--- config.mk ---
export PLATFORM = sky130hd
export DESIGN_NAME = vga_sync_monitor
export DESIGN_NICKNAME = d
export VERILOG_FILES = /design/src/rtl/vga_sync_monitor.sv
export SDC_FILE = /design/constraint.sdc
export NUM_CORES = 1
export LEC_CHECK = 0
export ABC_AREA = 1
export CAP_MARGIN = 10
export CORE_UTILIZATION = 50
export CTS_CLUSTER_SIZE = 30
export DETAILED_ROUTE_END_ITERATION = 8
export PLACE_DENSITY = 0.74
export SETUP_SLACK_MARGIN = 0.05
export SYNTH_ARGS = -nofsm -noshare
export SYNTH_HDL_FRONTEND = slang
export SYNTH_SLANG_ARGS = --single-unit
--- constraint.sdc ---
create_clock -name clk -period 5.98 [get_ports clk]
set_input_delay 1.495 -clock clk [delete_from_list [all_inputs] [get_ports clk]]
set_output_delay 1.495 -clock clk [all_outputs]
set_load 0.01 [all_outputs]
--- src/rtl/vga_sync_monitor.sv ---
// VGA input-side timing checker: measures hsync/vsync timing against one video format,
// tracks lock, and accumulates a per-frame pixel count and modulo-2^32 RGB checksum.
module vga_sync_monitor #(
    parameter int   H_ACTIVE = 800,
    parameter int   H_FRONT  = 56,
    parameter int   H_SYNC   = 120,
    parameter int   H_BACK   = 64,
    parameter int   V_ACTIVE = 600,
    parameter int   V_FRONT  = 37,
    parameter int   V_SYNC   = 6,
    parameter int   V_BACK   = 23,
    parameter int   CPP      = 2,
    parameter logic SYNC_POL = 1'b1
) (
    input  logic        clk,
    input  logic        rst,
    input  logic        hsync,
    input  logic        vsync,
    input  logic [3:0]  red,
    input  logic [3:0]  green,
    input  logic [3:0]  blue,
    output logic        locked,
    output logic        frame_done,
    output logic        timing_err,
    output logic [7:0]  err_cnt,
    output logic [15:0] h_period,
    output logic [15:0] h_width,
    output logic [11:0] v_lines,
    output logic [11:0] v_width,
    output logic [19:0] pix_cnt,
    output logic [31:0] frame_sum
);

    localparam int H_TOTAL = H_ACTIVE + H_FRONT + H_SYNC + H_BACK;
    localparam int V_TOTAL = V_ACTIVE + V_FRONT + V_SYNC + V_BACK;

    localparam logic [15:0] H_PER_EXP = 16'(H_TOTAL * CPP);
    localparam logic [15:0] H_SW_EXP  = 16'(H_SYNC * CPP);
    localparam logic [15:0] H_ACT_LO  = 16'((H_SYNC + H_BACK) * CPP);
    localparam logic [15:0] H_ACT_HI  = 16'((H_SYNC + H_BACK + H_ACTIVE) * CPP);
    localparam logic [15:0] CPP_W     = 16'(CPP);
    localparam logic [15:0] TO_LAST   = 16'(2 * H_TOTAL * CPP - 1);
    localparam logic [11:0] V_ACT_LO  = 12'(V_SYNC + V_BACK);
    localparam logic [11:0] V_ACT_HI  = 12'(V_SYNC + V_BACK + V_ACTIVE);
    localparam logic [11:0] V_TOT_EXP = 12'(V_TOTAL);
    localparam logic [11:0] V_SW_EXP  = 12'(V_SYNC);
    localparam logic [19:0] PIX_EXP   = 20'(H_ACTIVE * V_ACTIVE);

    typedef enum logic [1:0] {SEARCH, CHECK, LOCKED} state_t;

    function automatic logic [15:0] sat_inc16(input logic [15:0] v);
        return (v == 16'hFFFF) ? v : v + 16'd1;
    endfunction

    function automatic logic [11:0] sat_inc12(input logic [11:0] v);
        return (v == 12'hFFF) ? v : v + 12'd1;
    endfunction

    function automatic logic [7:0] sat_inc8(input logic [7:0] v);
        return (v == 8'hFF) ? v : v + 8'd1;
    endfunction

    logic        hs_p1, vs_p1, hs_p2, vs_p2;
    logic [11:0] rgb_p1, rgb_p2;

    logic [15:0] hclk, hw_cnt;
    logic [11:0] line, hedge_cnt, vw_cnt;
    logic [19:0] pix_acc;
    logic [31:0] sum_acc;

    state_t      state;
    logic        mis_flag, skip_chk;

    logic        h_lead, h_trail, v_lead;
    logic        pix_act, line_bad, line_mis_now, frame_ok, timeout;
    logic [15:0] h_per_now;

    // Stage p1: register and normalise syncs; stage p2: second delay for edge detection
    always_ff @(posedge clk or negedge rst) begin
        if (!rst) begin
            hs_p1 <= 1'b0;
            vs_p1 <= 1'b0;
            hs_p2 <= 1'b0;
            vs_p2 <= 1'b0;
        end else begin
            hs_p1 <= (hsync == SYNC_POL);
            vs_p1 <= (vsync == SYNC_POL);
            hs_p2 <= hs_p1;
            vs_p2 <= vs_p1;
        end
    end

    // Colour is delayed twice so that hclk == k lines up with clock k of the line
    always_ff @(posedge clk) begin
        rgb_p1 <= {red, green, blue};
        rgb_p2 <= rgb_p1;
    end

    always_comb begin
        h_lead       = hs_p1 & ~hs_p2;
        h_trail      = ~hs_p1 & hs_p2;
        v_lead       = vs_p1 & ~vs_p2;
        h_per_now    = sat_inc16(hclk);
        line_bad     = (h_per_now != H_PER_EXP) || (h_width != H_SW_EXP);
        line_mis_now = h_lead && !skip_chk && line_bad;
        pix_act      = (line >= V_ACT_LO) && (line < V_ACT_HI) &&
                       (hclk >= H_ACT_LO) && (hclk < H_ACT_HI) &&
                       ((hclk % CPP_W) == 16'd0);
        frame_ok     = !mis_flag && !line_mis_now &&
                       (hedge_cnt == V_TOT_EXP) && (vw_cnt == V_SW_EXP) &&
                       (pix_acc == PIX_EXP);
        timeout      = !h_lead && (hclk >= TO_LAST);
    end

    // Counters and accumulators are aligned with the p2 colour sample
    always_ff @(posedge clk or negedge rst) begin
        if (!rst) begin
            hclk      <= 16'd0;
            hw_cnt    <= 16'd0;
            h_width   <= 16'd0;
            h_period  <= 16'd0;
            line      <= 12'd0;
            hedge_cnt <= 12'd0;
            vw_cnt    <= 12'd0;
            pix_acc   <= 20'd0;
            sum_acc   <= 32'd0;
        end else begin
            hclk <= h_lead ? 16'd0 : sat_inc16(hclk);
            if (h_lead)
                hw_cnt <= 16'd1;
            else if (hs_p1)
                hw_cnt <= sat_inc16(hw_cnt);
            if (h_trail)
                h_width <= hw_cnt;
            if (h_lead)
                h_period <= h_per_now;
            if (v_lead)
                line <= 12'd0;
            else if (h_lead)
                line <= sat_inc12(line);
            if (v_lead) begin
                hedge_cnt <= {11'd0, h_lead};
                vw_cnt    <= {11'd0, h_lead};
                pix_acc   <= 20'd0;
                sum_acc   <= 32'd0;
            end else begin
                if (h_lead)
                    hedge_cnt <= sat_inc12(hedge_cnt);
                if (h_lead && vs_p1)
                    vw_cnt <= sat_inc12(vw_cnt);
                if (pix_act) begin
                    pix_acc <= pix_acc + 20'd1;
                    sum_acc <= sum_acc + {20'd0, rgb_p2};
                end
            end
        end
    end

    always_ff @(posedge clk or negedge rst) begin
        if (!rst) begin
            state      <= SEARCH;
            locked     <= 1'b0;
            frame_done <= 1'b0;
            timing_err <= 1'b0;
            err_cnt    <= 8'd0;
            v_lines    <= 12'd0;
            v_width    <= 12'd0;
            pix_cnt    <= 20'd0;
            frame_sum  <= 32'd0;
            mis_flag   <= 1'b0;
            skip_chk   <= 1'b1;
        end else begin
            frame_done <= 1'b0;
            if (timeout) begin
                state    <= SEARCH;
                locked   <= 1'b0;
                mis_flag <= 1'b0;
                skip_chk <= 1'b1;
            end else begin
                case (state)
                    SEARCH: begin
                        mis_flag <= 1'b0;
                        skip_chk <= 1'b1;
                        if (v_lead)
                            state <= CHECK;
                    end
                    default: begin
                        // The first line measured after acquisition may be partial
                        if (h_lead) begin
                            if (skip_chk)
                                skip_chk <= 1'b0;
                            else if (line_bad)
                                mis_flag <= 1'b1;
                        end
                        if (v_lead) begin
                            frame_done <= 1'b1;
                            v_lines    <= hedge_cnt;
                            v_width    <= vw_cnt;
                            pix_cnt    <= pix_acc;
                            frame_sum  <= sum_acc;
                            mis_flag   <= 1'b0;
                            if (frame_ok) begin
                                state      <= LOCKED;
                                locked     <= 1'b1;
                                timing_err <= 1'b0;
                            end else begin
                                state      <= CHECK;
                                locked     <= 1'b0;
                                timing_err <= 1'b1;
                                err_cnt    <= sat_inc8(err_cnt);
                            end
                        end
                    end
                endcase
            end
        end
    end

endmodule

==> flow_summary.html, run 1 <==
<table>
<tr><th>Metric</th><th>Value</th></tr>
<tr><th colspan="2">Run status</th></tr>
<tr><td>Status</td><td>complete, no violations</td></tr>
<tr><th colspan="2">Timing</th></tr>
<tr><td>Transition time at the pin with the least slew margin</td><td>1.078 ns</td></tr>
<tr><td>Achievable frequency</td><td>between 0.3 and 0.4 GHz</td></tr>
<tr><td>RSZ-0062 raised after global routing</td><td>no</td></tr>
<tr><td>Worst-case clock skew</td><td>just over 0.03 ns</td></tr>
<tr><td>Final setup violation count</td><td>0</td></tr>
<tr><td>Pins over their slew limit</td><td>0</td></tr>
<tr><td>Endpoints failing hold</td><td>0</td></tr>
<tr><td>Ratio of final minimum period to clock period</td><td>between 50% and 60%</td></tr>
<tr><td>Final TNS setup</td><td>0 ns</td></tr>
<tr><td>Post-layout min period</td><td>3.162 ns</td></tr>
<tr><td>Max transition margin</td><td>27.97%</td></tr>
<tr><th colspan="2">Floorplan</th></tr>
<tr><td>Starting density of the core</td><td>50.91%</td></tr>
<tr><td>Vertical die dimension</td><td>between 150 and 200 um</td></tr>
<tr><td>DIE AREA</td><td>0.02628 mm2</td></tr>
<tr><td>Die width</td><td>162.1 um</td></tr>
<tr><td>Boundary Pins</td><td>135</td></tr>
<tr><td>CORE AREA</td><td>0.02518 mm2</td></tr>
<tr><td>Row count</td><td>58</td></tr>
<tr><th colspan="2">Setup path</th></tr>
<tr><td>Critical path data required time</td><td>between 6 and 7 ns</td></tr>
<tr><td>Critical-path maximum fanout</td><td>87</td></tr>
<tr><td>Critical path startpoint category</td><td>flip-flop</td></tr>
<tr><td>Critical path class</td><td>flip-flop to flip-flop</td></tr>
<tr><td>Worst EP arrival</td><td>roughly 3.6 ns</td></tr>
<tr><td>CP endpoint kind</td><td>flip-flop</td></tr>
<tr><th colspan="2">Pwr</th></tr>
<tr><td>Worst-case vdd ir drop</td><td>roughly 210 uV</td></tr>
<tr><td>Post-route total power</td><td>4275 uW</td></tr>
<tr><td>Static leakage power</td><td>a little under 0.007 uW</td></tr>
<tr><td>Power density over cell area</td><td>around 280 mW/mm2</td></tr>
<tr><th colspan="2">Detailed routing</th></tr>
<tr><td>Total number of vias</td><td>10.95k</td></tr>
<tr><td>First DRT Iteration DRCs</td><td>740</td></tr>
<tr><td>Average wire length per cell after detail routing</td><td>approximately 15 um</td></tr>
<tr><td>First-pass detailed-route iteration total</td><td>6</td></tr>
<tr><td>Post-route ant nets</td><td>0</td></tr>
<tr><td>Post-route DRC violation count</td><td>0</td></tr>
<tr><td>Vias per cell</td><td>5.395</td></tr>
<tr><td>Final routed wirelength across all metal layers</td><td>30760 um</td></tr>
<tr><th colspan="2">Logic synthesis</th></tr>
<tr><td>Compound-gate portion of the synthesized area</td><td>a little under an eighth</td></tr>
<tr><td>Multiplexer share of the synthesized area</td><td>0.2635%</td></tr>
<tr><td>Leading post-synthesis cells by cell area</td><td>dfrtp_1, nand2_1, inv_1</td></tr>
<tr><td>Post-synth top area share</td><td>roughly half</td></tr>
<tr><td>Synth area leader</td><td>dfrtp_1</td></tr>
<tr><td>Number of enable flip-flop cells after synthesis</td><td>0</td></tr>
<tr><td>Summed instance area of the synthesized netlist</td><td>0.01282 mm2</td></tr>
<tr><td>Most used flip-flop cell after synthesis</td><td>dfrtp_1</td></tr>
<tr><td>Count of state elements after synthesis</td><td>271</td></tr>
<tr><td>Cell count after synthesis</td><td>approximately 1.5k</td></tr>
<tr><td>Sequential area share after synthesis</td><td>just over 50%</td></tr>
<tr><td>Post-synth ARST share</td><td>91.14%</td></tr>
<tr><td>Xor-xnor portion of the synthesized cell area</td><td>2.186%</td></tr>
<tr><td>Main combinational cell family by area after synthesis</td><td>simple AND/OR/NAND/NOR gates</td></tr>
<tr><td>Synthesized net count</td><td>~1.6k</td></tr>
<tr><td>Avg Cell Area, Syn</td><td>8.298 um2</td></tr>
<tr><td>Synthesis Warnings</td><td>0</td></tr>
<tr><td>Adder-Cell Fraction of Synth Area</td><td>2.596%</td></tr>
<tr><td>Post-synthesis simple-gate area fraction</td><td>24.84%</td></tr>
<tr><td>Synth cell types</td><td>44</td></tr>
<tr><th colspan="2">Place</th></tr>
<tr><td>Placer's final routability congestion estimate</td><td>0.9322</td></tr>
<tr><td>Number of port buffers</td><td>134</td></tr>
<tr><td>Detailed-placement wirelength estimate</td><td>21360 um</td></tr>
<tr><th colspan="2">Clock network</th></tr>
<tr><td>Count of buffers added by post-CTS timing repair for setup</td><td>0</td></tr>
<tr><td>Clock H-tree levels</td><td>1</td></tr>
<tr><td>Clock root buffer master</td><td>clkbuf_16</td></tr>
<tr><td>Clock tree from TritonCTS</td><td>done</td></tr>
<tr><td>Number of buffers created by CTS</td><td>29</td></tr>
<tr><td>Sink count of the clock tree</td><td>271</td></tr>
<tr><td>Count of hold-fix buffers inserted at cts</td><td>0</td></tr>
<tr><td>Clk pin slew, worst setup/hold paths</td><td>0.06 ns</td></tr>
<tr><td>Clock insertion delay at the later pin of the skew report</td><td>about 0.55 ns</td></tr>
<tr><td>Number of gates given a new drive strength after cts</td><td>0</td></tr>
<tr><td>Buffers from clock root to sink, at most</td><td>3</td></tr>
<tr><th colspan="2">Job</th></tr>
<tr><td>MaxCap Viol Count</td><td>0</td></tr>
<tr><th colspan="2">Global routing</th></tr>
<tr><td>Vias in the first global route</td><td>10.69k</td></tr>
<tr><td>Wire length of the first global-routing pass</td><td>between 50000 and 60000 um</td></tr>
<tr><td>Number of antenna violations at the first check in global routing</td><td>0</td></tr>
<tr><td>Remaining global-route overflow</td><td>0</td></tr>
<tr><td>Total GRT Usage</td><td>24.02%</td></tr>
<tr><td>Pin count of the biggest net entering global routing</td><td>between 100 and 150</td></tr>
<tr><th colspan="2">Worst hold path</th></tr>
<tr><td>Worst hold path type</td><td>flip-flop to flip-flop</td></tr>
<tr><th colspan="2">Finish</th></tr>
<tr><td>Most common cell after layout, fill and taps aside</td><td>nand2_1</td></tr>
<tr><td>Share of cells above drive strength 1</td><td>under 10%</td></tr>
<tr><td>Diode insertion count for antenna repair</td><td>0</td></tr>
<tr><td>Number of nets in the layout</td><td>1718</td></tr>
<tr><td>Area grow syn2layout</td><td>20.44%</td></tr>
<tr><td>Most frequent cells in the layout</td><td>nand2_1, dfrtp_1, inv_1</td></tr>
</table>
-- worst paths after layout --
| check | end | slack [ns] | cells after the start | start |
|---|---|---|---|---|
| hold reg to reg | rgb_p2[5] | 0.31 | 0 | rgb_p1[5] |
| max in group asynchronous | hclk[6] | 3.78 | 2 | rst |
| setup reg to reg | v_lines[0] | 2.82 | 12 | hclk[0] |
| hold / removal | rgb_p2[5] | 0.31 | 0 | rgb_p1[5] |
| setup / recovery | v_lines[0] | 2.82 | 12 | hclk[0] |
| min in group asynchronous | frame_sum[16] | 1.00 | 1 | rst |
-- area by class of cell --
type	instances	area, um2
fill	2134	9742
sequential	271	6663
multi-input combinational	1059	5308
timing repair buffer	140	1391
clock buffer	44	822.0
inverter	175	658.1
tap	330	412.9
clock inverter	10	185.2
-- state kept, by name (all words and copies together) (netlist names), 12 cells and up --
| name | flops |
|---|---|
| rgb_p2 | 12 |
| rgb_p1 | 12 |
| h_width | 16 |
| v_width | 12 |
| pix_cnt | 20 |
| hedge_cnt | 12 |
| h_period | 16 |
| hclk | 16 |
| sum_acc | 32 |
| frame_sum | 32 |
| v_lines | 12 |
| line | 12 |
| vw_cnt | 12 |
| pix_acc | 20 |
| hw_cnt | 16 |
-- synth_stat cells, types with 2 or more instances --
cell type  count
nand3_1       84
inv_2          8
nand3b_1       2
buf_1          3
nor2_4         4
nor2_2         7
nor2_1       142
nand3_2        3
xor2_1        18
nand2_1      349
o21bai_1       2
o31ai_1        8
mux2_2         3
o21a_1         7
nor3_1        58
nor4_1        14
a21oi_1       60
inv_1        166
nand2_4        6
buf_2          8
dfxtp_1       24
xnor2_1       14
ha_1          25
dfrtp_1      246
clkbuf_1      18
nand2_2        2
o22ai_1       10
a31oi_1        3
o21ai_0      105
o21ai_1       79
buf_4         10
nand4_1       44
a21boi_0       2
-- worst max-delay path, stage by stage (launching register included) --
cell	delay, ns
dfrtp_1	0.45
ha_1	0.26
nand3_2	0.16
nor2_1	0.15
nor3_1	0.06
nand2_1	0.07
a21oi_1	0.08
a21oi_2	0.22
inv_2	0.08
nand2_4	0.51
buf_4	0.73
nand2_1	0.12
o21ai_1	0.11
-- cells by family (layout without fill, tap and decap cells) --
logic type / Yosys count / after routing
AOI/OAI and AO/OA: 279 / 279
xor gates and xnor gates: 32 / 32
adders and majority gates: 26 / 26
buffers and inverters: 215 / 369
DFF: 271 / 271
muxes: 3 / 3
and+or+nand+nor: 719 / 719
-- power breakdown --
| group | switching (uW) | internal (uW) | total (uW) |
|---|---|---|---|
| clock | 721 | 1160 | 1880 |
| sequential | 71.5 | 1920 | 1990 |
| combinational | 243 | 161 | 404 |
| total | 1040 | 3240 | 4280 |
-- through the flow --
step	setup WS (ns)	instance area [um2]	hold WS [ns]	utilization, %	std cells
floorplan	3.958	12820	0.3096	-	1545
global placement	2.998	14430	0.3118	57.31	1975
detailed placement	2.873	14430	0.3132	57.31	1975
CTS	2.847	15440	0.3132	61.31	2029
global route	2.480	15440	0.3154	61.31	2029
finish	2.818	15440	0.3085	61.31	2029
-- per-layer routing --
metal | track usage, % | vias up | routed length (um)
li1 | - | 5376 | -
met1 | 32.77 | 5234 | 13880
met2 | 40.52 | 298 | 14690
met3 | 3.294 | 38 | 1555
met4 | 5.746 | 0 | 633
met5 | 0 | - | 0
(Power assumes the default switching activity.)
==> run 2: changes to the inputs <==
- PLACE_DENSITY: 0.74 -> 0.77
- clock period: 5.98 -> 2.85 ns (I/O delays scaled with it)
==> run 2 against run 1 <==
  * Sequential share of layout area shrank 0.17 points
  * Highest routed layer unchanged
  * Combinational power grew 120%
  * Largest power group unchanged
  * Wire length decreased by 1.2%
  * Critical endpoint is now pix_cnt[9]
  * Flip-flop and latch count is the same
  * Clock skew decreased by 0.018 ns
==> flow_summary.html, run 2 (synthesized netlist as in run 1, its figures left out) <==
<table>
<tr><th>Metric</th><th>Value</th></tr>
<tr><th colspan="2">Setup path</th></tr>
<tr><td>Family with the most delay on the worst path</td><td>simple AND/OR/NAND/NOR gates</td></tr>
<tr><td>Critical path data required time</td><td>roughly 3.3 ns</td></tr>
<tr><td>Critical path class</td><td>flip-flop to flip-flop</td></tr>
<tr><td>CP endpoint kind</td><td>flip-flop</td></tr>
<tr><td>Slowest stage delay, CP</td><td>0.46 ns</td></tr>
<tr><td>Max stage delay cell, worst path</td><td>dfrtp_1</td></tr>
<tr><td>Critical Path, Cell by Cell</td><td>ha_1 &gt; nand3_2 &gt; nor2_1 &gt; nor3_1 &gt; nand2_1 &gt; a21oi_1 &gt; a21oi_2 &gt; inv_2 &gt; nand2_4 &gt; buf_12 &gt; inv_2 &gt; nand2_1 &gt; nand2_1</td></tr>
<tr><td>Buf/Inv on CP</td><td>3</td></tr>
<tr><td>Critical-path maximum fanout</td><td>around 110</td></tr>
<tr><td>Worst EP arrival</td><td>2.81 ns</td></tr>
<tr><td>Critical path startpoint category</td><td>flip-flop</td></tr>
<tr><td>Cell occurring most often along the worst timing path</td><td>nand2_1</td></tr>
<tr><th colspan="2">Pwr</th></tr>
<tr><td>Post-route total power</td><td>8661 uW</td></tr>
<tr><td>Power density over cell area</td><td>558.7 mW/mm2</td></tr>
<tr><td>Switching power summed over all nets</td><td>2149 uW</td></tr>
<tr><td>Cell internal power dissipation</td><td>between 6000 and 7000 uW</td></tr>
<tr><td>Static leakage power</td><td>~0.007 uW</td></tr>
<tr><td>Proportion of power drawn by the clock network</td><td>around two fifths</td></tr>
<tr><td>Share of power burned in registers</td><td>between 40% and 50%</td></tr>
<tr><td>Worst-case vdd ir drop</td><td>around 410 uV</td></tr>
<tr><td>Combinational group share of total power</td><td>between 10 and 15%</td></tr>
<tr><td>Net switching fraction of the power</td><td>24.81%</td></tr>
<tr><th colspan="2">Finish</th></tr>
<tr><td>Fill cell count</td><td>2126</td></tr>
<tr><td>Most frequent cells in the layout</td><td>nand2_1, dfrtp_1, inv_1</td></tr>
<tr><td>Area grow syn2layout</td><td>20.92%</td></tr>
<tr><td>Number of nets in the layout</td><td>around 1.7k</td></tr>
<tr><td>Most common cell after layout, fill and taps aside</td><td>nand2_1</td></tr>
<tr><td>Registers with the highest flip-flop counts</td><td>frame_sum: 32 flops, sum_acc: 32 flops</td></tr>
<tr><td>Share of cells above drive strength 1</td><td>about 6%</td></tr>
<tr><td>Diode insertion count for antenna repair</td><td>0</td></tr>
<tr><th colspan="2">Detailed routing</th></tr>
<tr><td>First DRT Iteration DRCs</td><td>798</td></tr>
<tr><td>Total number of vias</td><td>10.89k</td></tr>
<tr><td>First-pass detailed-route iteration total</td><td>7</td></tr>
<tr><td>Vias per cell</td><td>~5.3</td></tr>
<tr><td>Post-route ant nets</td><td>0</td></tr>
<tr><td>Final routed wirelength across all metal layers</td><td>30390 um</td></tr>
<tr><td>Average wire length per cell after detail routing</td><td>14.92 um</td></tr>
<tr><td>Post-route DRC violation count</td><td>0</td></tr>
<tr><th colspan="2">Clock network</th></tr>
<tr><td>Number of buffers created by CTS</td><td>29</td></tr>
<tr><td>Clk pin slew, worst setup/hold paths</td><td>0.06 ns</td></tr>
<tr><td>Clock insertion delay at the later pin of the skew report</td><td>0.54 ns</td></tr>
<tr><td>Clock H-tree levels</td><td>1</td></tr>
<tr><td>Count of buffers added by post-CTS timing repair for setup</td><td>0</td></tr>
<tr><td>Count of hold-fix buffers inserted at cts</td><td>0</td></tr>
<tr><td>Number of gates given a new drive strength after cts</td><td>0</td></tr>
<tr><td>Clock root buffer master</td><td>clkbuf_16</td></tr>
<tr><td>Clock tree from TritonCTS</td><td>done</td></tr>
<tr><td>Buffers from clock root to sink, at most</td><td>3</td></tr>
<tr><td>Sink count of the clock tree</td><td>271</td></tr>
<tr><th colspan="2">Timing</th></tr>
<tr><td>Transition time at the pin with the least slew margin</td><td>0.7983 ns</td></tr>
<tr><td>WHS</td><td>0.1980 ns</td></tr>
<tr><td>RSZ-0062 raised after global routing</td><td>no</td></tr>
<tr><td>Pins over their slew limit</td><td>0</td></tr>
<tr><td>Endpoints failing hold</td><td>0</td></tr>
<tr><td>Post-route worst setup slack</td><td>0.4586 ns</td></tr>
<tr><td>Final setup violation count</td><td>0</td></tr>
<tr><td>Max transition margin</td><td>46.65%</td></tr>
<tr><td>Final TNS setup</td><td>0 ns</td></tr>
<tr><td>Achievable frequency</td><td>0.4182 GHz</td></tr>
<tr><td>Ratio of final minimum period to clock period</td><td>83.91%</td></tr>
<tr><td>Worst-case clock skew</td><td>between 0.01 and 0.015 ns</td></tr>
<tr><td>Post-layout min period</td><td>approximately 2.4 ns</td></tr>
<tr><th colspan="2">Global routing</th></tr>
<tr><td>Vias in the first global route</td><td>approximately 11k</td></tr>
<tr><td>Number of antenna violations at the first check in global routing</td><td>0</td></tr>
<tr><td>Wire length of the first global-routing pass</td><td>about 51000 um</td></tr>
<tr><td>Pin count of the biggest net entering global routing</td><td>106</td></tr>
<tr><td>Total GRT Usage</td><td>between 20% and 30%</td></tr>
<tr><td>Remaining global-route overflow</td><td>0</td></tr>
<tr><th colspan="2">Job</th></tr>
<tr><td>MaxCap Viol Count</td><td>0</td></tr>
<tr><th colspan="2">Floorplan</th></tr>
<tr><td>CORE AREA</td><td>approximately 0.025 mm2</td></tr>
<tr><td>Boundary Pins</td><td>135</td></tr>
<tr><td>Vertical die dimension</td><td>162.1 um</td></tr>
<tr><td>DIE AREA</td><td>between 0.02 and 0.03 mm2</td></tr>
<tr><td>Row count</td><td>58</td></tr>
<tr><td>Starting density of the core</td><td>about half</td></tr>
<tr><td>Die width</td><td>162.1 um</td></tr>
<tr><th colspan="2">Worst hold path</th></tr>
<tr><td>Worst hold path type</td><td>input port to asynchronous set/reset pin</td></tr>
<tr><th colspan="2">Place</th></tr>
<tr><td>Placer's final routability congestion estimate</td><td>roughly 0.92</td></tr>
<tr><td>Placement Setup Slack</td><td>between 0.4 and 0.5 ns</td></tr>
<tr><td>Number of port buffers</td><td>134</td></tr>
<tr><td>Detailed-placement wirelength estimate</td><td>21560 um</td></tr>
<tr><th colspan="2">Run status</th></tr>
<tr><td>Status</td><td>complete, no violations</td></tr>
</table>
-- run 2: cell types whose count changed in the layout (fill, tap and decap cells not counted), moves of 2 or more --
cell	before	now
buf_12	0	5
clkbuf_1	11	7
clkinv_2	4	7
clkinv_4	0	2
buf_4	6	12
bufinv_16	5	1
-- run 2: per-layer routing --
layer / vias up / track usage, % / part of all wire, %
met5: - / 0 / 0
met4: 0 / 6.346 / 1.9
met3: 45 / 3.269 / 5.6
met2: 299 / 40.69 / 48
met1: 5149 / 31.41 / 44
li1: 5398 / - / -
-- run 2: worst register-to-register path, cell delays in order, from the launching register on --
cell	delay, ns
dfrtp_1	0.46
ha_1	0.26
nand3_2	0.16
nor2_1	0.16
nor3_1	0.06
nand2_1	0.06
a21oi_1	0.07
a21oi_2	0.24
inv_2	0.09
nand2_4	0.09
buf_12	0.34
inv_2	0.16
nand2_1	0.08
nand2_1	0.05
-- run 2: path summary, 6_finish.rpt --
check / from / to / slack [ns] / depth (start not counted)
worst max-delay path: hclk[0] / pix_cnt[9] / 0.46 / 13
worst min-delay path: rst / frame_sum[12] / 0.20 / 1
worst max register to register: hclk[0] / pix_cnt[9] / 0.46 / 13
worst min register to register: rgb_p1[5] / rgb_p2[5] / 0.33 / 0
max in group asynchronous: rst / skip_chk / 1.87 / 2
min in group clk: rgb_p1[5] / rgb_p2[5] / 0.33 / 0
-- run 2: metrics by stage --
stage | std cells | utilization [%] | area [um2]
3_3_place_gp | 1986 | 57.89 | 14580
5_1_grt | 2037 | 61.56 | 15500
4_1_cts | 2037 | 61.56 | 15500
6_report | 2037 | 61.56 | 15500
2_1_floorplan | 1545 | - | 12820
3_5_place_dp | 1986 | 57.89 | 14580
-- run 2: cell type report --
class | count | area [um2] | area share, %
Tap cell | 330 | 412.9 | 2.664
Inverter | 175 | 658.1 | 4.246
Clock inverter | 9 | 77.57 | 0.5004
Timing Repair Buffer | 151 | 1536 | 9.912
Multi-Input combinational cell | 1059 | 5308 | 34.24
Sequential cell | 271 | 6663 | 42.98
Clock buffer | 42 | 845.8 | 5.456
-- run 2: power by group through the flow --
stage	Clock [uW]	Sequential, uW	Combinational [uW]
floorplan	0	4250	441
global placement	0	4230	853
detailed placement	0	4240	878
CTS	3690	4170	882
global route	3850	4200	989
finish	3610	4180	871
